`src/rtl/compare_serial_flags.sv`:
```
// compare_serial_flags: chunk-serial A + ~B + c_in (LSB chunk first) with NZCV flags over valid/ready.
// Optional condition-code evaluation (i_cond / o_cond_true) is enabled by defining CMP_COND_EN.
module compare_serial_flags #(
  parameter int WIDTH = 32,
  parameter int CHUNK = 8
) (
  input  logic             i_clk,
  input  logic             i_rst_n,
  input  logic             i_valid,
  output logic             o_ready,
  input  logic [WIDTH-1:0] i_bit1,
  input  logic [WIDTH-1:0] i_bit2,
  input  logic             i_c_in,
`ifdef CMP_COND_EN
  input  logic [3:0]       i_cond,
  output logic             o_cond_true,
`endif
  output logic             o_valid,
  input  logic             i_ready,
  output logic [WIDTH-1:0] o_diff,
  output logic             o_n,
  output logic             o_z,
  output logic             o_c,
  output logic             o_v
);

  localparam int NUM_CHUNKS = WIDTH / CHUNK;
  localparam int CNT_W      = (NUM_CHUNKS > 1) ? $clog2(NUM_CHUNKS) : 1;

  typedef enum logic [1:0] {IDLE, RUN, DONE} state_t;

  state_t             state, state_next;
  logic [WIDTH-1:0]   a_sh, b_sh;
  logic               carry, zacc;
  logic [CNT_W-1:0]   cnt;
  logic               accept, handshake, last;
  logic [CHUNK-1:0]   a_ch, nb_ch;
  logic [CHUNK:0]     sum;
  logic               fn, fz, fc, fv;

  assign o_ready   = (state == IDLE) | ((state == DONE) & i_ready);
  assign accept    = i_valid & o_ready;
  assign handshake = (state == DONE) & i_ready;
  assign last      = (state == RUN) && (cnt == CNT_W'(NUM_CHUNKS - 1));

  // Operands shift right each RUN cycle so the active chunk always sits in the low bits.
  always_comb begin
    a_ch  = a_sh[CHUNK-1:0];
    nb_ch = ~b_sh[CHUNK-1:0];
    sum   = {1'b0, a_ch} + {1'b0, nb_ch} + {{CHUNK{1'b0}}, carry};
    fn    = sum[CHUNK-1];
    fc    = sum[CHUNK];
    fz    = zacc & (sum[CHUNK-1:0] == '0);
    fv    = (sum[CHUNK-1] ^ a_ch[CHUNK-1] ^ nb_ch[CHUNK-1]) ^ sum[CHUNK];
  end

  always_ff @(posedge i_clk or negedge i_rst_n) begin
    if (!i_rst_n) state <= IDLE;
    else          state <= state_next;
  end

  always_comb begin
    state_next = state;
    case (state)
      IDLE:    if (accept) state_next = RUN;
      RUN:     if (last) state_next = DONE;
      DONE:    if (i_ready) state_next = i_valid ? RUN : IDLE;
      default: state_next = IDLE;
    endcase
  end

  always_ff @(posedge i_clk or negedge i_rst_n) begin
    if (!i_rst_n) begin
      a_sh    <= '0;
      b_sh    <= '0;
      carry   <= 1'b0;
      zacc    <= 1'b0;
      cnt     <= '0;
      o_diff  <= '0;
      o_n     <= 1'b0;
      o_z     <= 1'b0;
      o_c     <= 1'b0;
      o_v     <= 1'b0;
      o_valid <= 1'b0;
    end else begin
      if (accept) begin
        a_sh  <= i_bit1;
        b_sh  <= i_bit2;
        carry <= i_c_in;
        zacc  <= 1'b1;
        cnt   <= '0;
      end else if (state == RUN) begin
        a_sh  <= a_sh >> CHUNK;
        b_sh  <= b_sh >> CHUNK;
        carry <= sum[CHUNK];
        zacc  <= fz;
        cnt   <= cnt + CNT_W'(1);
        for (int i = 0; i < NUM_CHUNKS; i++) begin
          if (cnt == CNT_W'(i)) o_diff[i*CHUNK +: CHUNK] <= sum[CHUNK-1:0];
        end
        if (last) begin
          o_n     <= fn;
          o_z     <= fz;
          o_c     <= fc;
          o_v     <= fv;
          o_valid <= 1'b1;
        end
      end
      if (handshake) o_valid <= 1'b0;
    end
  end

`ifdef CMP_COND_EN
  logic [3:0] cond_q;
  logic       cond_hit;

  // Condition is judged on the final-chunk flags so it lands together with o_valid.
  always_comb begin
    cond_hit = 1'b0;
    case (cond_q)
      4'h0: cond_hit = fz;
      4'h1: cond_hit = ~fz;
      4'h2: cond_hit = fc;
      4'h3: cond_hit = ~fc;
      4'h4: cond_hit = fn;
      4'h5: cond_hit = ~fn;
      4'h6: cond_hit = fv;
      4'h7: cond_hit = ~fv;
      4'h8: cond_hit = fc & ~fz;
      4'h9: cond_hit = ~fc | fz;
      4'hA: cond_hit = (fn == fv);
      4'hB: cond_hit = (fn != fv);
      4'hC: cond_hit = ~fz & (fn == fv);
      4'hD: cond_hit = fz | (fn != fv);
      4'hE: cond_hit = 1'b1;
      default: cond_hit = 1'b0;
    endcase
  end

  always_ff @(posedge i_clk or negedge i_rst_n) begin
    if (!i_rst_n) begin
      cond_q      <= '0;
      o_cond_true <= 1'b0;
    end else begin
      if (accept) cond_q <= i_cond;
      if (last) o_cond_true <= cond_hit;
    end
  end
`endif

endmodule

```
`config.mk`:
```
export PLATFORM = sky130hd
export DESIGN_NAME = compare_serial_flags
export DESIGN_NICKNAME = d
export VERILOG_FILES = /design/src/rtl/compare_serial_flags.sv
export SDC_FILE = /design/constraint.sdc
export NUM_CORES = 1
export LEC_CHECK = 0
export CORE_UTILIZATION = 42
export CTS_BUF_LIST = sky130_fd_sc_hd__clkbuf_4
export DETAILED_ROUTE_END_ITERATION = 12
export PLACE_DENSITY = 0.69
export SLEW_MARGIN = 20
export SYNTH_ARGS = -nofsm -noshare
export SYNTH_HDL_FRONTEND = slang
export SYNTH_SLANG_ARGS = --single-unit
```
`constraint.sdc`:
```
create_clock -name i_clk -period 6.3 [get_ports i_clk]
set_clock_uncertainty 0.1 [all_clocks]
set_input_delay 0.63 -clock i_clk [delete_from_list [all_inputs] [get_ports i_clk]]
set_output_delay 0.63 -clock i_clk [all_outputs]
set_load 0.02 [all_outputs]
```
==> results of run 1 <==
worst max-delay path, cell delays in order, from the launching register on:
cell,delay (ps)
dfrtp_1,390
inv_1,70
fa_1,460
fa_1,410
nor2b_1,180
o2111ai_1,200
a21oi_1,270
nand2b_1,280
nand3_2,110
o31ai_1,260
where the power goes:
| part | switching (W) | internal [W] | leakage (nW) |
|---|---|---|---|
| clock network | 0.000231 | 0.000125 | 0.0745 |
| registers | 0.000185 | 0.000996 | 1.35 |
| logic | 0.00104 | 0.000678 | 1.35 |
| total | 0.00146 | 0.00180 | 2.78 |
worst max-delay path by stage:
| stage | from | endpoint | slack (ps) | cells past startpoint |
|---|---|---|---|---|
| floorplan | a_sh[0] | o_z | 3950 | 9 |
| global placement | i_ready | b_sh[28] | 3610 | 6 |
| detailed placement | a_sh[0] | zacc | 3500 | 9 |
| CTS | a_sh[0] | zacc | 3450 | 9 |
| global route | a_sh[0] | zacc | 3220 | 9 |
| finish | a_sh[0] | zacc | 3470 | 9 |
per-stage QoR:
step / setup WS (ps) / utilization / cell area, um^2 / std cells / hold WS [ps]
finish: 3472 / 0.5534 / 6026 / 730 / 394.4
global placement: 3608 / 0.5394 / 5873 / 714 / 359.1
CTS: 3451 / 0.5525 / 6016 / 729 / 4.518
detailed placement: 3504 / 0.5394 / 5873 / 714 / 362.9
global route: 3224 / 0.5534 / 6026 / 730 / 413.3
floorplan: 3948 / - / 4711 / 492 / 234.4
logic make-up (layout without fill, tap and decap cells):
group,after synthesis,count (layout),share of synthesized area
and+or+nand+nor,190,190,0.1641
adders and majority gates,13,13,0.03772
muxes,8,8,0.01700
AOI/OAI and AO/OA,126,126,0.1655
DFF,107,107,0.5684
buffers and inverters,42,140,0.03612
xor gates and xnor gates,6,6,0.01116
sequential cells by signal, summed over array words and instances, names as in the netlist:
| name | count |
|---|---|
| a_sh | 32 |
| b_sh | 32 |
| o_diff | 32 |
| cnt | 2 |
| state | 2 |
| carry | 1 |
| o_c | 1 |
| o_n | 1 |
| o_v | 1 |
| o_valid | 1 |
| o_z | 1 |
| zacc | 1 |
metal layers:
layer / part of all wire / vias up / GRT usage
met5: 0 / - / 0
met4: 0.012 / 0 / 0.05577
met3: 0.058 / 12 / 0.04419
met2: 0.48 / 118 / 0.3201
met1: 0.45 / 1757 / 0.2569
li1: - / 1848 / -
area by class of cell:
| type | count | area (um^2) | area share |
|---|---|---|---|
| clock buffer | 9 | 67.56 | 0.01121 |
| clock inverter | 6 | 75.07 | 0.01246 |
| inverter | 14 | 52.55 | 0.008721 |
| multi-input combinational | 343 | 1879 | 0.3119 |
| sequential | 107 | 2678 | 0.4444 |
| tap | 140 | 175.2 | 0.02907 |
| timing repair buffer | 111 | 1099 | 0.1823 |
layout by cell type (no fill, tap or decap), types with 2 or more instances in the layout:
cell type        instances
xor2_1                   3
nand3b_1                 2
a22oi_1                 41
xnor2_1                  3
nand2b_1                 4
o21ai_0                 67
clkbuf_4                 9
clkinv_4                 2
o31ai_1                  3
buf_4                    5
mux2i_1                  8
o2111ai_1                2
ha_1                    11
nand2_1                165
nor2_1                   3
clkdlybuf4s50_1        105
inv_1                   14
a21oi_1                  5
a21o_1                   3
dfrtp_1                107
fa_1                     2
nand3_1                  3
timing repair:
item | CTS | global route
hold buffers | 0 | 1
setup endpoints to repair | 0 | 0
setup buffers | 0 | 0
endpoints found under the hold margin | 0 | 2
==> out/qor.yml, run 1 <==
route:
  detail_route.iter0.violations: 182
  dr.pass1.iters: 5
  via_count: 3735
  wl_um: 10340
  drt-wirelength-per-cell_um: 14.16
  remaining_drc_errors: 0
  vias_per_cell: 5.116
  postRouteAntennaNets: 0
finish:
  syn2layout_area_growth_pct: 27.92
  finalNetCount: 668
  n_antenna_cell: 0
  drive_gt1_frac: 0.04576
  fill_cells: 1018
clock_network:
  clk_pin_slew_ps: 160
  insertion_delay_ps: 460
  cts_buffers: 9
  clk_path_buf_depth: 2
  cts_root_buf: "clkbuf_4"
  cts.sinks: 107
  htreeDepth: 3
  cts_tree: "done"
  cts_resized: 0
logic_synthesis:
  netlist_top_cells_area: "dfrtp_1 57%, nand2_1 13%, o21ai_0 7.1%, a22oi_1 6.5%, ha_1 2.9%"
  ys_warn_count: 0
  synth_common_cells: "165 x nand2_1, 107 x dfrtp_1, 67 x o21ai_0"
  synth_most_common_cell: "nand2_1"
  syn_area_mm2: 0.004711
  synth.largest_area_cell: "dfrtp_1"
  synth-seq-cells: 107
  synthFlopType: "dfrtp_1"
  yosysUniqueCellTypes: 38
  synth_nets: 574
  synth_enable_flop_cells: 0
  yosysSeqAreaShare: 0.5684
  syn_avg_cell_area_um2: 9.575
  async_flop_share: 1.000
  synthesis.instances: 492
  synth.top_cell.area_share: 0.5684
grt:
  antenna_found_initial: 0
  grt.overflow.total: 0
  track_usage: 0.1942
  grt_pass1_wl_um: 17480
  grt_max_degree: 83
  grt_pass1_vias: 3615
floorplan:
  die_h_um: 107.9
  dieWidth_um: 107.9
  rows: 38
  core_area_mm2: 0.01089
  start_util: 0.4327
  ios: 107
  dieArea_mm2: 0.01164
timing:
  drv_slew: 0
  tightest_slew_ps: 894.0
  setup_viol_count_final: 0
  fin_crit_ps: 2828
  slew_headroom: 0.4026
  fmax_ghz: 0.3536
  rsz0062_at_grt: "no"
  tns_ps: 0
  hold_violations: 0
  finalCritPeriodShare: 0.4489
setup_path:
  start_kind: "register"
  ff2ff_setup_slack_ps: 3470
  r2r_cells: 9
  cp.required_ps: 6560
  crit_fanout: 5
  arrival_ps: 3090
  endpoint_kind: "register"
  critPathKind: "register to register"
  r2r_start: "a_sh[0]"
  r2r-end: "zacc"
hold_path:
  min_path_cells: 2
  hold_path_end: "b_sh[9]"
  hp-class: "register to register"
  worstHoldStart: "b_sh[9]"
pwr:
  leakagePower_nw: 2.778
  power.density_mw_per_mm2: 540.2
  power_w: 0.003255
  irDropWorstVdd_v: 0.0002816
place:
  gp_congestion: 0.7603
  hpwl_um: 7297
  io_buffers: 106
run_status:
  status: "finished clean"
flow_run:
  cap_violations: 0
No activity file was read; power rests on OpenSTA's default activity.
==> inputs of run 2 (changes only) <==
Settings changed: PLACE_DENSITY 0.69 to 0.71.
Clock period 6.3 ns to 2.3 ns, I/O delays scaled along.
==> run 2 against run 1 <==
The run now ends with negative setup slack left. Final cell count increased by 2.1%. Combinational power rose to 3.3 times the previous value. Total power grew to 3.1 times the previous value. Non-clock buffer count rose by 14. Design area rose by 4.3%. Flip-flop and latch count stayed put. Utilization rose by 2.4 points. Sequential share of layout area shrank 1.8 points. Wire length grew 4.0%. Critical path type unchanged. Critical endpoint is now o_z. Highest routed layer unchanged.
==> out/qor.yml, run 2 (same netlist as run 1, synthesis figures left out) <==
run_status:
  status: "finished with violations"  # was finished clean
  violations: "negative setup slack"
route:
  remaining_drc_errors: 0  # unchanged
  via_count: 3830  # was 3,735
  drt-wirelength-per-cell_um: 14.44  # was 14.16 um
  wl_um: 10760  # was 10,340 um
  postRouteAntennaNets: 0  # unchanged
  vias_per_cell: 5.141  # was 5.116
  dr.pass1.iters: 4  # was 5
  detail_route.iter0.violations: 171  # was 182
setup_path:
  arrival_ps: 2660  # was 3090 ps
  cp_cell_sequence: "inv_2 -> fa_2 -> fa_2 -> nor2b_4 -> o2111ai_4 -> a21oi_2 -> nand2b_4 -> nand3_4 -> o31ai_2"  # was inv_1 -> fa_1 -> fa_1 -> nor2b_1 -> o2111ai_1 -> a21oi_1 -> nand2b_1 -> nand3_2 -> o31ai_1
  endpoint_kind: "register"  # unchanged
  crit_fanout: 3  # was 5
  critPathMostFrequentCell: "fa_2"  # was fa_1
  cp_slowest_stage_delay_ps: 410  # was 460 ps
  cp.required_ps: 2570  # was 6560 ps
  ff2ff_setup_slack_ps: -80  # was 3470 ps
  critPathKind: "register to register"  # unchanged
  crit_slowest_cell: "dfrtp_1"  # was fa_1
  start_kind: "register"  # unchanged
timing:
  fin_crit_ps: 2384  # was 2828 ps
  layout_setup_ws_ps: -83.69  # was 3472 ps
  slew_headroom: 0.3752  # was 0.4026
  holdWs_ps: 203.3  # was 394.4 ps
  drv_slew: 0  # unchanged
  hold_violations: 0  # unchanged
  fmax_ghz: 0.4195  # was 0.3536 GHz
  setup_viol_count_final: 4  # was 0
  tightest_slew_ps: 934.9  # was 894.0 ps
  finalCritPeriodShare: 1.036  # was 0.4489
  rsz0062_at_grt: "yes"  # was no
  tns_ps: -179.9  # was 0 ps
clock_network:
  htreeDepth: 3  # unchanged
  insertion_delay_ps: 460  # about the same
  cts.sinks: 107  # unchanged
  cts_buffers: 9  # unchanged
  clk_path_buf_depth: 2  # unchanged
  cts_tree: "done"  # unchanged
  cts_root_buf: "clkbuf_4"  # unchanged
  clk_pin_slew_ps: 170  # was 160 ps
place:
  hpwl_um: 7707  # was 7297 um
  gp_congestion: 0.8097  # was 0.7603
  io_buffers: 106  # unchanged
finish:
  finalNetCount: 682  # was 668
  fin_util: 0.5773  # was 0.5534
  seq_area_mm2: 0.002678  # unchanged
  reg.largest.list: "a_sh x32, b_sh x32, o_diff x32"  # unchanged
  n_antenna_cell: 0  # unchanged
  final_common_cell: "nand2_1"  # unchanged
  multi_input_area_mm2: 0.001968  # was 0.001879 mm^2
  drive_gt1_frac: 0.09256  # was 0.04576
  mostFrequentLayoutCells: "165 x nand2_1, 107 x dfrtp_1, 105 x clkdlybuf4s50_1, 59 x o21ai_0, 41 x a22oi_1"  # was 165 x nand2_1, 107 x dfrtp_1, 105 x clkdlybuf4s50_1, 67 x o21ai_0, 41 x a22oi_1
  syn2layout_area_growth_pct: 33.44  # was 27.92%
  fill_cells: 996  # was 1,018
pwr:
  leakagePower_nw: 2.899  # was 2.778 nW
  p_int_w: 0.005645  # was 0.001798 W
  swShare: 0.4328  # was 0.4475
  irDropWorstVdd_v: 0.0008318  # was 0.0002816 V
  power.density_mw_per_mm2: 1583  # was 540.2 mW/mm^2
  p_switching_w: 0.004308  # was 0.001456 W
  p_seq_frac: 0.326  # was 0.363
  power_frac_clock: 0.110  # was 0.109
  combPwrFrac: 0.564  # was 0.528
  power_w: 0.009953  # was 0.003255 W
grt:
  grt_pass1_wl_um: 18200  # was 17,480 um
  grt_max_degree: 93  # was 83
  grt.overflow.total: 0  # unchanged
  antenna_found_initial: 0  # unchanged
  track_usage: 0.2001  # was 0.1942
  grt_pass1_vias: 3788  # was 3,615
floorplan:
  dieWidth_um: 107.9  # unchanged
  ios: 107  # unchanged
  core_area_mm2: 0.01089  # unchanged
  die_h_um: 107.9  # unchanged
  dieArea_mm2: 0.01164  # unchanged
  start_util: 0.4327  # unchanged
  rows: 38  # unchanged
hold_path:
  hp-class: "input pin to async pin"  # was register to register
flow_run:
  cap_violations: 0  # unchanged
## run 2: cell types whose count changed in the layout (fill, tap and decap cells not counted), moves of 2 or more
| cell | change |
|---|---|
| o21ai_1 | +4 |
| o21ai_0 | -8 |
| o21ai_2 | +4 |
| o31ai_1 | -2 |
| xnor2_1 | -2 |
| buf_4 | +10 |
| fa_2 | +2 |
| xnor2_2 | +2 |
| fa_1 | -2 |
| o31ai_2 | +2 |
| buf_12 | +3 |
## run 2: what timing repair did
action,CTS,global route
pin swaps,2,8
hold buffers,1,0
endpoints found under the setup margin,13,15
endpoints found under the hold margin,48,0
resized for setup,6,19
setup buffers,1,3
## run 2: final timing paths
check	startpoint	end	depth (start not counted)
setup reg to reg	a_sh[0]	o_z	9
max in group asynchronous	i_rst_n	b_sh[10]	3
min in group i_clk	i_bit2[26]	b_sh[26]	3
hold reg to reg	b_sh[18]	b_sh[18]	2
hold / removal	i_rst_n	o_diff[19]	2
setup / recovery	a_sh[0]	o_z	9
## run 2: final cells by class
class                      count  share of cell area
multi-input combinational    343              0.3131
inverter                      14            0.008360
clock inverter                 7             0.01592
sequential                   107              0.4260
timing repair buffer         125              0.1980
clock buffer                   9             0.01075
tap                          140             0.02787
## run 2: power by group through the flow
stage | clock (W) | sequential [W] | combinational [W]
floorplan | 0 | 0.00350 | 0.00291
CTS | 0.00111 | 0.00325 | 0.00522
detailed placement | 0 | 0.00330 | 0.00513
finish | 0.00109 | 0.00324 | 0.00562
global route | 0.00120 | 0.00335 | 0.00623
global placement | 0 | 0.00325 | 0.00499
## run 2: worst max-delay path: cells and delay by family, from the launching register on
kind            cells  cell delay, ps
buf+inv             1              60
compound gates      3             550
flops               1             410
fa+ha+maj           2             790
simple gates        3             400
## run 2: layer usage
metal,wire (um),vias up,global-route usage
met5,0,-,0
met4,150,0,0.04892
met3,633,11,0.05327
met2,5137,116,0.3315
met1,4833,1828,0.2613
li1,-,1875,-
## run 2: per-stage QoR
stage / cell area [um^2] / setup WS, ps / cells
after floorplan: 4721 / 28.10 / 492
after global placement: 5996 / -59.59 / 724
after detailed placement: 5996 / -193.3 / 724
after CTS: 6196 / -54.38 / 742
after global routing: 6286 / -157.1 / 745
final: 6286 / -83.69 / 745
==> inputs of run 3 (changes only) <==
--- a/config.mk
+++ b/config.mk
@@ -9,4 +9,5 @@
 export CTS_BUF_LIST = sky130_fd_sc_hd__clkbuf_4
 export DETAILED_ROUTE_END_ITERATION = 12
+export GPL_ROUTABILITY_DRIVEN = 0
 export PLACE_DENSITY = 0.71
 export SLEW_MARGIN = 20
--- a/constraint.sdc
+++ b/constraint.sdc
@@ -3,3 +3,3 @@
 set_input_delay 0.23 -clock i_clk [delete_from_list [all_inputs] [get_ports i_clk]]
 set_output_delay 0.23 -clock i_clk [all_outputs]
-set_load 0.02 [all_outputs]
+set_load 0.05 [all_outputs]
==> run 3 against run 2 <==
The flow still finishes with violations (negative setup slack). Final cell count down 0.13%. Flip-flop and latch count unchanged. Total power increased by 7.3%. Wire length shrank 0.58%. Maximum frequency rose by 1.0%. Critical path type unchanged. Largest cell class unchanged. Highest routed layer unchanged.
==> out/qor.yml, run 3 (same netlist as run 1, synthesis figures left out) <==
clock_network:
  cts_buffers: 9  # unchanged
  clk_pin_slew_ps: 170  # about the same
  cts.sinks: 107  # unchanged
  htreeDepth: 3  # unchanged
  clk_path_buf_depth: 2  # unchanged
  cts_tree: "done"  # unchanged
  insertion_delay_ps: 460  # about the same
  cts_root_buf: "clkbuf_4"  # unchanged
route:
  dr.pass1.iters: 4  # unchanged
  remaining_drc_errors: 0  # unchanged
  via_count: 3802  # was 3,830
  postRouteAntennaNets: 0  # unchanged
  detail_route.iter0.violations: 182  # was 171
  drt-wirelength-per-cell_um: 14.37  # was 14.44 um
  vias_per_cell: 5.110  # was 5.141
  wl_um: 10690  # was 10,760 um
finish:
  final_cells: 744  # was 745
  drive_gt1_frac: 0.09934  # was 0.09256
  final_common_cell: "nand2_1"  # unchanged
  finalNetCount: 681  # was 682
  syn2layout_area_growth_pct: 33.89  # was 33.44%
  design_area_mm2: 0.006307  # was 0.006286 mm^2
  mostFrequentLayoutCells: "164 x nand2_1, 107 x dfrtp_1, 104 x clkdlybuf4s50_1, 59 x o21ai_0, 41 x a22oi_1"  # was 165 x nand2_1, 107 x dfrtp_1, 105 x clkdlybuf4s50_1, 59 x o21ai_0, 41 x a22oi_1
  reg.largest.list: "a_sh x32, b_sh x32, o_diff x32"  # unchanged
  n_antenna_cell: 0  # unchanged
timing:
  layout_setup_ws_ps: -59.91  # was -83.69 ps
  finalCritPeriodShare: 1.026  # was 1.036
  fin_crit_ps: 2360  # was 2384 ps
  fmax_ghz: 0.4237  # was 0.4195 GHz
  drv_slew: 0  # unchanged
  hold_violations: 0  # unchanged
  setup_viol_count_final: 4  # unchanged
  slew_headroom: 0.3982  # was 0.3752
  tightest_slew_ps: 900.6  # was 934.9 ps
  rsz0062_at_grt: "yes"  # unchanged
setup_path:
  crit_slowest_cell: "fa_2"  # was dfrtp_1
  critPathKind: "register to register"  # unchanged
  crit_fanout: 2  # was 3
  arrival_ps: 2640  # was 2660 ps
  cp.required_ps: 2580  # was 2570 ps
  cp_cell_sequence: "inv_2 -> fa_2 -> fa_2 -> buf_4 -> xor2_1 -> and3_1 -> nand4_1 -> o31ai_2"  # was inv_2 -> fa_2 -> fa_2 -> nor2b_4 -> o2111ai_4 -> a21oi_2 -> nand2b_4 -> nand3_4 -> o31ai_2
  critPathMostFrequentCell: "fa_2"  # unchanged
  start_kind: "register"  # unchanged
  endpoint_kind: "register"  # unchanged
  cp_slowest_stage_delay_ps: 410  # about the same
place:
  dp_cells: 724  # unchanged
  placed_area_mm2: 0.005993  # was 0.005996 mm^2
  hpwl_um: 7637  # was 7707 um
  io_buffers: 106  # unchanged
flow_run:
  cap_violations: 0  # unchanged
floorplan:
  die_h_um: 107.9  # unchanged
  core_area_mm2: 0.01089  # unchanged
  dieWidth_um: 107.9  # unchanged
  start_util: 0.4327  # unchanged
  rows: 38  # unchanged
  dieArea_mm2: 0.01164  # unchanged
  ios: 107  # unchanged
grt:
  track_usage: 0.1970  # was 0.2001
  grt_pass1_vias: 3692  # was 3,788
  grt_pass1_wl_um: 17800  # was 18,200 um
  grt_max_degree: 93  # unchanged
  grt.overflow.total: 0  # unchanged
  antenna_found_initial: 0  # unchanged
pwr:
  leakagePower_nw: 2.901  # was 2.899 nW
  power.density_mw_per_mm2: 1694  # was 1583 mW/mm^2
  irDropWorstVdd_v: 0.001216  # was 0.0008318 V
run_status:
  violations: "negative setup slack"  # unchanged
  status: "finished with violations"  # unchanged
hold_path:
  hp-class: "input pin to register"  # was input pin to async pin
==> run 3: cell types whose count changed in the layout (fill, tap and decap cells not counted), sizes merged <==
cell,previous run,this run
clkdlybuf4s50,105,104
clkinv,2,3
inv,16,15
==> run 3: layout make-up <==
class | count | area [um^2]
fill | 981 | 4581
inverter | 14 | 52.55
clock inverter | 7 | 101.3
multi-input combinational | 343 | 1991
clock buffer | 9 | 67.56
timing repair buffer | 124 | 1242
sequential | 107 | 2678
tap | 140 | 175.2
==> run 3: where the power goes <==
part	total [W]	internal (W)	switching (W)
Sequential	0.00323	0.00273	0.000503
Clock	0.00108	0.000451	0.000634
Combinational	0.00637	0.00250	0.00387
==> run 3: layer usage <==
layer  global-route usage  up-vias  wire, um
li1                     -     1866         -
met1               0.2587     1796      4774
met4              0.06849        0       207
met2               0.3251      121      5096
met5                    0        -         0
met3              0.03995       19       613
==> run 3: what timing repair did <==
item / in CTS / in global routing
hold buffers: 1 / 0
gates resized for setup: 10 / 22
endpoints found under the hold margin: 48 / 0
pin swaps: 1 / 8
buffers inserted: 3 / 0
endpoints found under the setup margin: 12 / 21
==> run 3: critical path: cells and delay by family (launching register included) <==
family	cells	cell delay, ps
AOI/OAI and AO/OA	1	250
xor gates and xnor gates	1	210
adders and majority gates	2	800
buffers and inverters	2	200
DFF	1	390
and+or+nand+nor	2	340
==> run 3: final timing paths <==
kind,cells past startpoint,endpoint,from,slack (ps)
setup / recovery,8,zacc,a_sh[0],-60
hold / removal,3,b_sh[26],i_bit2[26],190
setup reg to reg,8,zacc,a_sh[0],-60
hold reg to reg,2,o_diff[10],o_diff[10],390
max in group asynchronous,3,o_diff[7],i_rst_n,1260
min in group asynchronous,2,o_diff[27],i_rst_n,230
==> run 3: per-stage QoR <==
| step | setup TNS [ps] | hold slack (ps) | total power [W] | setup WS [ps] | util |
|---|---|---|---|---|---|
| detailed placement | -1005 | 208.0 | 0.009086 | -216.5 | 0.5504 |
| global placement | -296.6 | 199.3 | 0.008905 | -61.12 | 0.5504 |
| CTS | -83.01 | 174.7 | 0.01040 | -39.51 | 0.5724 |
| floorplan | 0 | -165.6 | 0.007080 | 28.10 | - |
| finish | -165.7 | 194.0 | 0.01068 | -59.91 | 0.5793 |
| global route | -1052 | 197.0 | 0.01149 | -147.0 | 0.5793 |
